`src/rtl/pipeline24_feeder_pkg.sv`:
```
// Shared constants, state encoding and small helpers for the 24-permutation pipeline feeder.
package pipeline24_feeder_pkg;

    localparam int         PF_ADDR_WIDTH     = 8;
    localparam logic [4:0] PF_FULLNESS_LIMIT = 5'd20;

    typedef enum logic [1:0] {
        ST_IDLE   = 2'd0,
        ST_STREAM = 2'd1,
        ST_DRAIN  = 2'd2
    } feeder_state_e;

    // Issue is allowed only while the pack's worst FIFO is strictly below the limit.
    function automatic logic can_issue(input logic [4:0] fullness, input logic [4:0] limit);
        return (fullness < limit);
    endfunction

endpackage

```
`src/rtl/pipeline24_feeder.sv`:
```
// Streams one job of bots against a latched top function into the pipeline pack,
// throttled by the pack's worst-case FIFO fullness, then waits for the pack to empty.
module pipeline24_feeder
    import pipeline24_feeder_pkg::*;
#(
    parameter int         ADDR_WIDTH     = PF_ADDR_WIDTH,
    parameter logic [4:0] FULLNESS_LIMIT = PF_FULLNESS_LIMIT
) (
    input  logic                  clk,
    input  logic                  rst,
    input  logic                  start,
    input  logic [127:0]          topIn,
    input  logic [ADDR_WIDTH:0]   botCount,
    input  logic                  srcValid,
    input  logic [127:0]          srcData,
    output logic                  srcReady,
    input  logic [4:0]            maxFullness,
    output logic [127:0]          top,
    output logic [127:0]          bot,
    output logic [ADDR_WIDTH-1:0] botIndex,
    output logic                  isBotValid,
    output logic                  busy,
    output logic                  done
);

    localparam logic [ADDR_WIDTH:0] CNT_ONE = {{ADDR_WIDTH{1'b0}}, 1'b1};

    feeder_state_e         r_state;
    logic [127:0]          r_top;
    logic [127:0]          r_bot;
    logic [ADDR_WIDTH:0]   r_count;
    logic [ADDR_WIDTH:0]   r_issued;
    logic [ADDR_WIDTH-1:0] r_bot_index;
    logic                  r_bot_valid;

    logic w_ready;
    logic w_xfer;
    logic w_last;
    logic w_done;

    assign w_ready = (r_state == ST_STREAM) && can_issue(maxFullness, FULLNESS_LIMIT)
                     && (r_issued < r_count);
    assign w_xfer  = srcValid && w_ready;
    assign w_last  = (r_issued == (r_count - CNT_ONE));
    // Drain completes once nothing is in flight from us and the pack reports empty.
    assign w_done  = (r_state == ST_DRAIN) && !r_bot_valid && (maxFullness == 5'd0);

    assign srcReady   = w_ready;
    assign top        = r_top;
    assign bot        = r_bot;
    assign botIndex   = r_bot_index;
    assign isBotValid = r_bot_valid;
    assign busy       = (r_state != ST_IDLE);
    assign done       = w_done;

    // Job control, issue counter and registered pack-input outputs.
    always_ff @(posedge clk or negedge rst) begin
        if (!rst) begin
            r_state     <= ST_IDLE;
            r_top       <= 128'd0;
            r_bot       <= 128'd0;
            r_count     <= '0;
            r_issued    <= '0;
            r_bot_index <= '0;
            r_bot_valid <= 1'b0;
        end else begin
            r_bot_valid <= 1'b0;
            case (r_state)
                ST_IDLE: begin
                    if (start) begin
                        r_top    <= topIn;
                        r_count  <= botCount;
                        r_issued <= '0;
                        r_state  <= (botCount == '0) ? ST_DRAIN : ST_STREAM;
                    end
                end
                ST_STREAM: begin
                    if (w_xfer) begin
                        r_bot       <= srcData;
                        r_bot_index <= r_issued[ADDR_WIDTH-1:0];
                        r_bot_valid <= 1'b1;
                        r_issued    <= r_issued + CNT_ONE;
                        if (w_last) begin
                            r_state <= ST_DRAIN;
                        end
                    end
                end
                ST_DRAIN: begin
                    if (w_done) begin
                        r_state <= ST_IDLE;
                    end
                end
                default: begin
                    r_state <= ST_IDLE;
                end
            endcase
        end
    end

endmodule

```
`config.mk`:
```
export PLATFORM = sky130hd
export DESIGN_NAME = pipeline24_feeder
export DESIGN_NICKNAME = d
export VERILOG_FILES = /design/src/rtl/pipeline24_feeder_pkg.sv /design/src/rtl/pipeline24_feeder.sv
export SDC_FILE = /design/constraint.sdc
export NUM_CORES = 1
export LEC_CHECK = 0
export BUFFER_PORTS_ARGS = -buffer_cell sky130_fd_sc_hd__buf_2
export CAP_MARGIN = 20
export CELL_PAD_IN_SITES_DETAIL_PLACEMENT = 1
export CELL_PAD_IN_SITES_GLOBAL_PLACEMENT = 1
export CORE_AREA = 2 2 212 214
export CTS_CLUSTER_SIZE = 24
export DETAILED_ROUTE_END_ITERATION = 8
export DIE_AREA = 0 0 214 216
export PLACE_DENSITY_LB_ADDON = 0.1
export SYNTH_ARGS = -nofsm -noshare
export SYNTH_HDL_FRONTEND = slang
export SYNTH_SLANG_ARGS = --single-unit
```
`constraint.sdc`:
```
create_clock -name clk -period 5.5 [get_ports clk]
set_input_delay 0.275 -clock clk [delete_from_list [all_inputs] [get_ports clk]]
set_output_delay 0.275 -clock clk [all_outputs]
set_load 0.005 [all_outputs]
```
# Word level (Yosys, flattened, before mapping)
# Cells that the tools add are included.
# totals
reg_bits	285
inputBits	274
output_inout_bits	268
# classes
add_sub_neg	2
order_cmp	2
eq_ne	7
n_mux	11
n_reduce_logical	15
# op_table
operator	count
9-bit 2-to-1 mux	2
9-bit case mux with 2 select lines	1
2-bit 2-to-1 mux	5
9-bit by 1-bit adder with 9-bit output, second input constant	1
9-bit equality test	1
9-bit zero test	1
9-bit less-than comparator	1
9-bit by 1-bit subtractor with 9-bit output, second input constant	1
2-bit inequality test, second input constant	4
2-bit case mux with 3 select lines	1
1-bit logical AND	5
5-bit zero test	1
5-bit less-than comparator, second input constant	1
2-bit AND reduction	2
4-bit AND reduction	1
2-bit nonzero test	2
3-bit AND reduction	1
2-bit by 1-bit equality test with 1-bit output, second input constant	1
2-bit equality test, second input constant	1
2-bit zero test	1
1-bit 2-to-1 mux	2
1-bit zero test	1

# Logic depth before layout (Yosys ltp)
# depth
ltp_word	6
depth_mapped	11

# Least setup slack after synthesis
# OpenSTA, ideal clock, no wires.
# synth_timing
path_kind	register to register
startpoint	register r_count[4]
endpoint	register r_bot[100], in the netlist bot[100]
setup_time_ns	0.125
t_arrival_ns	2.057
slack_ns	3.318
path_stages_with_launch	11
path_buffers	2
path_cell_list	dfrtp_1 -> inv_1 -> ha_1 -> a211oi_1 -> nand2_1 -> o21ai_2 -> nand2_2 -> inv_2 -> buf_6 -> buf_6 -> mux2_2
# synth_between
elab_chain_cells	4
# synth_lines
element	line	rtl
from (decl)	pipeline24_feeder.sv:31	logic [ADDR_WIDTH:0] r_count;
from (signal assigned)	pipeline24_feeder.sv:72	r_count <= botCount;
9-bit less-than comparator	pipeline24_feeder.sv:42	&& (r_issued < r_count);
1-bit logical AND	pipeline24_feeder.sv:42	
1-bit logical AND	pipeline24_feeder.sv:43	assign w_xfer = srcValid && w_ready;
2-bit AND reduction (no source line)	-	
to (signal assigned)	pipeline24_feeder.sv:79	r_bot <= srcData;
to (decl)	pipeline24_feeder.sv:30	logic [127:0] r_bot;
# Every way passes these cells.
# A chain may end at the register's enable or synchronous reset.

# Worst setup path in the final report
# layout_timing
startpoint	register r_issued[4]
endpoint	register r_bot[109], in the netlist bot[109]
# layout_between
elab_chain_cells	4
# layout_lines
element	line	rtl
from (decl)	pipeline24_feeder.sv:32	logic [ADDR_WIDTH:0] r_issued;
from (signal assigned)	pipeline24_feeder.sv:82	r_issued <= r_issued + CNT_ONE;
9-bit less-than comparator	pipeline24_feeder.sv:42	
1-bit logical AND	pipeline24_feeder.sv:42	
1-bit logical AND	pipeline24_feeder.sv:43	
2-bit AND reduction (no source line)	-	
# Every way passes these cells.

==> summary.md <==
| Metric | Value |
|---|---|
| Run status | `completed` |
| Clk slew on worst S/H paths | `~0.06 ns` |
| DRT Pass-1 Iters | `4` |
| R2r setup slk | `roughly 2.2 ns` |
| Number of max-cap violations | `0` |
| RSZ-0062 raised after global routing | `no` |
| Total wire length | `44,400 um` |
| Xor/xnor share of the synthesized area | `0.00771` |
| Area Overhead vs Synth | `61.8%` |
| Root Driver | `clkbuf_16` |
| Synth Area in Simple Gates | `0.160` |
| Slew HR | `0.329` |
| Worst Hold End | `r_count[7]` |
| Highest Signal Layer | `met5` |
| Startpoint Class | `register` |
| Largest family of logic cells by synthesized area | `simple AND/OR/NAND/NOR gates` |
| H-tree Lvls | `2` |
| Total gr overflow | `0` |
| Path depth of the worst reg2reg path | `8` |
| Routability cong. | `0.816` |
| Via count | `10,338` |
| Leak pwr | `9.40 nW` |
| GRT Util Overall | `0.192` |
| Post-synthesis compound-gate area fraction | `0.0280` |
| Multi-input gate area | `0.00389 mm2` |
| DRC Markers | `0` |
| Clk buf depth | `3` |
| Nets | `2,096` |
| Endpoints failing setup | `0` |
| Post-synthesis async set-or-reset flop share | `1.00` |
| Fin Setup TNS | `0 ns` |
| Synth Flop Type | `dfrtp_1` |
| Share of cells above drive strength 1 | `0.405` |
| Wl on met1 | `17,000 um` |
| Syn_nets | `between 1,000 and 1,500` |
| WHS Path Cells | `3` |
| WHS | `0.0433 ns` |
| Pre-CTS WS | `2.14 ns` |
| Initial Util | `0.259` |
| Commonest non-fill, non-tap cell in the layout | `buf_2` |
| Die Y-Extent | `216 um` |
| Core area | `0.0438 mm2` |
| Post-Syn Area | `0.0114 mm2` |
| Critical path arrival | `3.76 ns` |
| Initial antenna violation count | `5` |
| Clock Skews | `0.0153 ns` |
| Core Rows | `77` |
| Register area share after synthesis | `0.628` |
| Final core occ | `0.419` |
| Fill cells | `5,045` |
| Final WS setup | `2.16 ns` |
| Critical R2R Launch | `r_issued[4]` |
| Post-Syn Area per Cell | `between 10 and 15 um2` |
| Detailed Route Iter0 Violations | `341` |
| DPL Wire Length | `roughly 31,000 um` |
| Pwr Density | `513 mW/mm2` |
| Die area | `0.0462 mm2` |
| Distinct cell type count after synthesis | `49` |
| Worst Path Required | `5.92 ns` |
| ANT nets after route | `0` |
| First-pass GRT wire length | `about 69,000 um` |
| Final hold violation count | `0` |
| Fin crit share | `0.608` |
| Tightest Pin Transition | `slightly above 1 ns` |
| Min-delay worst type | `input port to register` |
| I/O Buffers | `541` |
| Post-CTS Setup Inserts | `0` |
| Worst-Skew Late Latency | `around 0.54 ns` |
| CTS tree | `yes` |
| Syn. warnings | `0` |
| Met3 routed WL | `3430 um` |
| Register area | `0.00713 mm2` |
| Max VDD drop | `approximately 230 uV` |
| Post-synth EDFFs | `0` |
| Max-slew violation count | `0` |
| Worst R2R End | `bot[109]` |
| CP Capture Type | `register` |
| Number of global-route vias before repair | `roughly 12,000` |
| Post-synthesis mux area share | `0.135` |
| Fmax | `0.299 GHz` |
| IO Count | `542` |
| Die width | `~210 um` |
| Post_cts resized | `0` |
| Met2 WL | `23,000 um` |
| Tmin final | `3.34 ns` |
| Clock Sinks | `~290` |
| Via-to-Cell Ratio | `4.26` |
| Hold path startpoint | `botCount[7]` |
| Cells after Synth | `roughly 1,000` |
| Num CTS Buffers | `36` |
| FF+latch count, synth | `285` |
| Worst-path maximum fanout | `62` |
| Most frequent cells in the layout | `buf_2 (540), nand2_1 (407), dfrtp_1 (285)` |
| Post-Synth Adder-Cell Area | `0.0121` |
| Largest net degree at the start of global routing | `116` |
| Post-DR wirelength/cell | `18.3 um` |
| Type of the worst setup path | `register to register` |
report_power, final:
part / internal [W] / switching, W / total, W
registers: 0.00310 / 0.000573 / 0.00368
clock network: 0.00133 / 0.000916 / 0.00224
logic: 0.00171 / 0.00179 / 0.00351
total: 0.00615 / 0.00328 / 0.00943
cells by family after synthesis:
| kind of cell | count (synthesis) |
|---|---|
| buffers and inverters | 66 |
| AND/OR/NAND/NOR | 453 |
| multiplexers | 136 |
| adder cells (fa/ha/maj) | 11 |
| XOR/XNOR | 10 |
| flip-flops | 285 |
| AO/OA/AOI/OAI | 48 |
cells in the mapped netlist, types with 6 or more instances:
cell      number  area (um2)
inv_1         16        60.1
o21ai_0       18        90.1
nand2_1      408        1530
a21oi_1        6        30.0
nor2_1        11        41.3
xnor2_1        9        78.8
ha_1          11         138
dfrtp_1      285        7130
mux2_2       134        1510
nand4_1        6        37.5
buf_2          6        30.0
buf_6          9         101
clkbuf_1      28         105
state kept, by name, indices dropped and copies added (netlist names):
register	flops
bot	128
top	128
r_count	9
r_issued	9
botIndex	8
r_state	2
isBotValid	1
worst max-delay path, stage by stage, from the launching register on:
cell and delay, ns:
dfrtp_1 0.48, ha_1 0.34, a211oi_1 0.21, nand2_1 0.11, o21ai_2 0.29, nand2_2 0.26
inv_4 0.64, buf_4 0.47, mux2_2 0.39
per-layer routing:
| metal | vias up | track usage |
|---|---|---|
| met2 | 306 | 0.346 |
| met5 | - | 0 |
| met1 | 5095 | 0.212 |
| li1 | 4874 | - |
| met4 | 2 | 0.0534 |
| met3 | 61 | 0.0703 |
how the worst max path moves through the flow:
stage                start  cells past startpoint       end  slack [ns]
6_report       r_issued[4]                      8  bot[109]        2.16
5_1_grt        r_issued[4]                      8   bot[71]        1.87
4_1_cts        r_issued[4]                      8   bot[67]        2.11
3_5_place_dp   r_issued[4]                      8  bot[113]        2.14
3_3_place_gp   r_issued[4]                      8  bot[107]        2.17
2_1_floorplan   r_count[4]                     10  bot[100]        3.32
timing repair:
action	CTS	global route
hold endpoints to repair	371	0
hold buffers	264	0
setup endpoints to repair	0	0
stage by stage:
step,total power (W),instances,instance area [um2]
floorplan,0.00534,1009,11400
global placement,0.00704,2101,14600
detailed placement,0.00711,2101,14600
CTS,0.00959,2425,18400
global route,0.0102,2429,18400
finish,0.00943,2429,18400
cell type report:
cell class                      count  share of cell area
Inverter                           17             0.00361
Sequential cell                   285               0.388
Antenna cell                        4            0.000545
Multi-Input combinational cell    658               0.212
Clock buffer                       55              0.0579
Timing Repair Buffer              813               0.296
Tap cell                          592              0.0403
Clock inverter                      5             0.00197
Power figures use the tool's default switching activity.
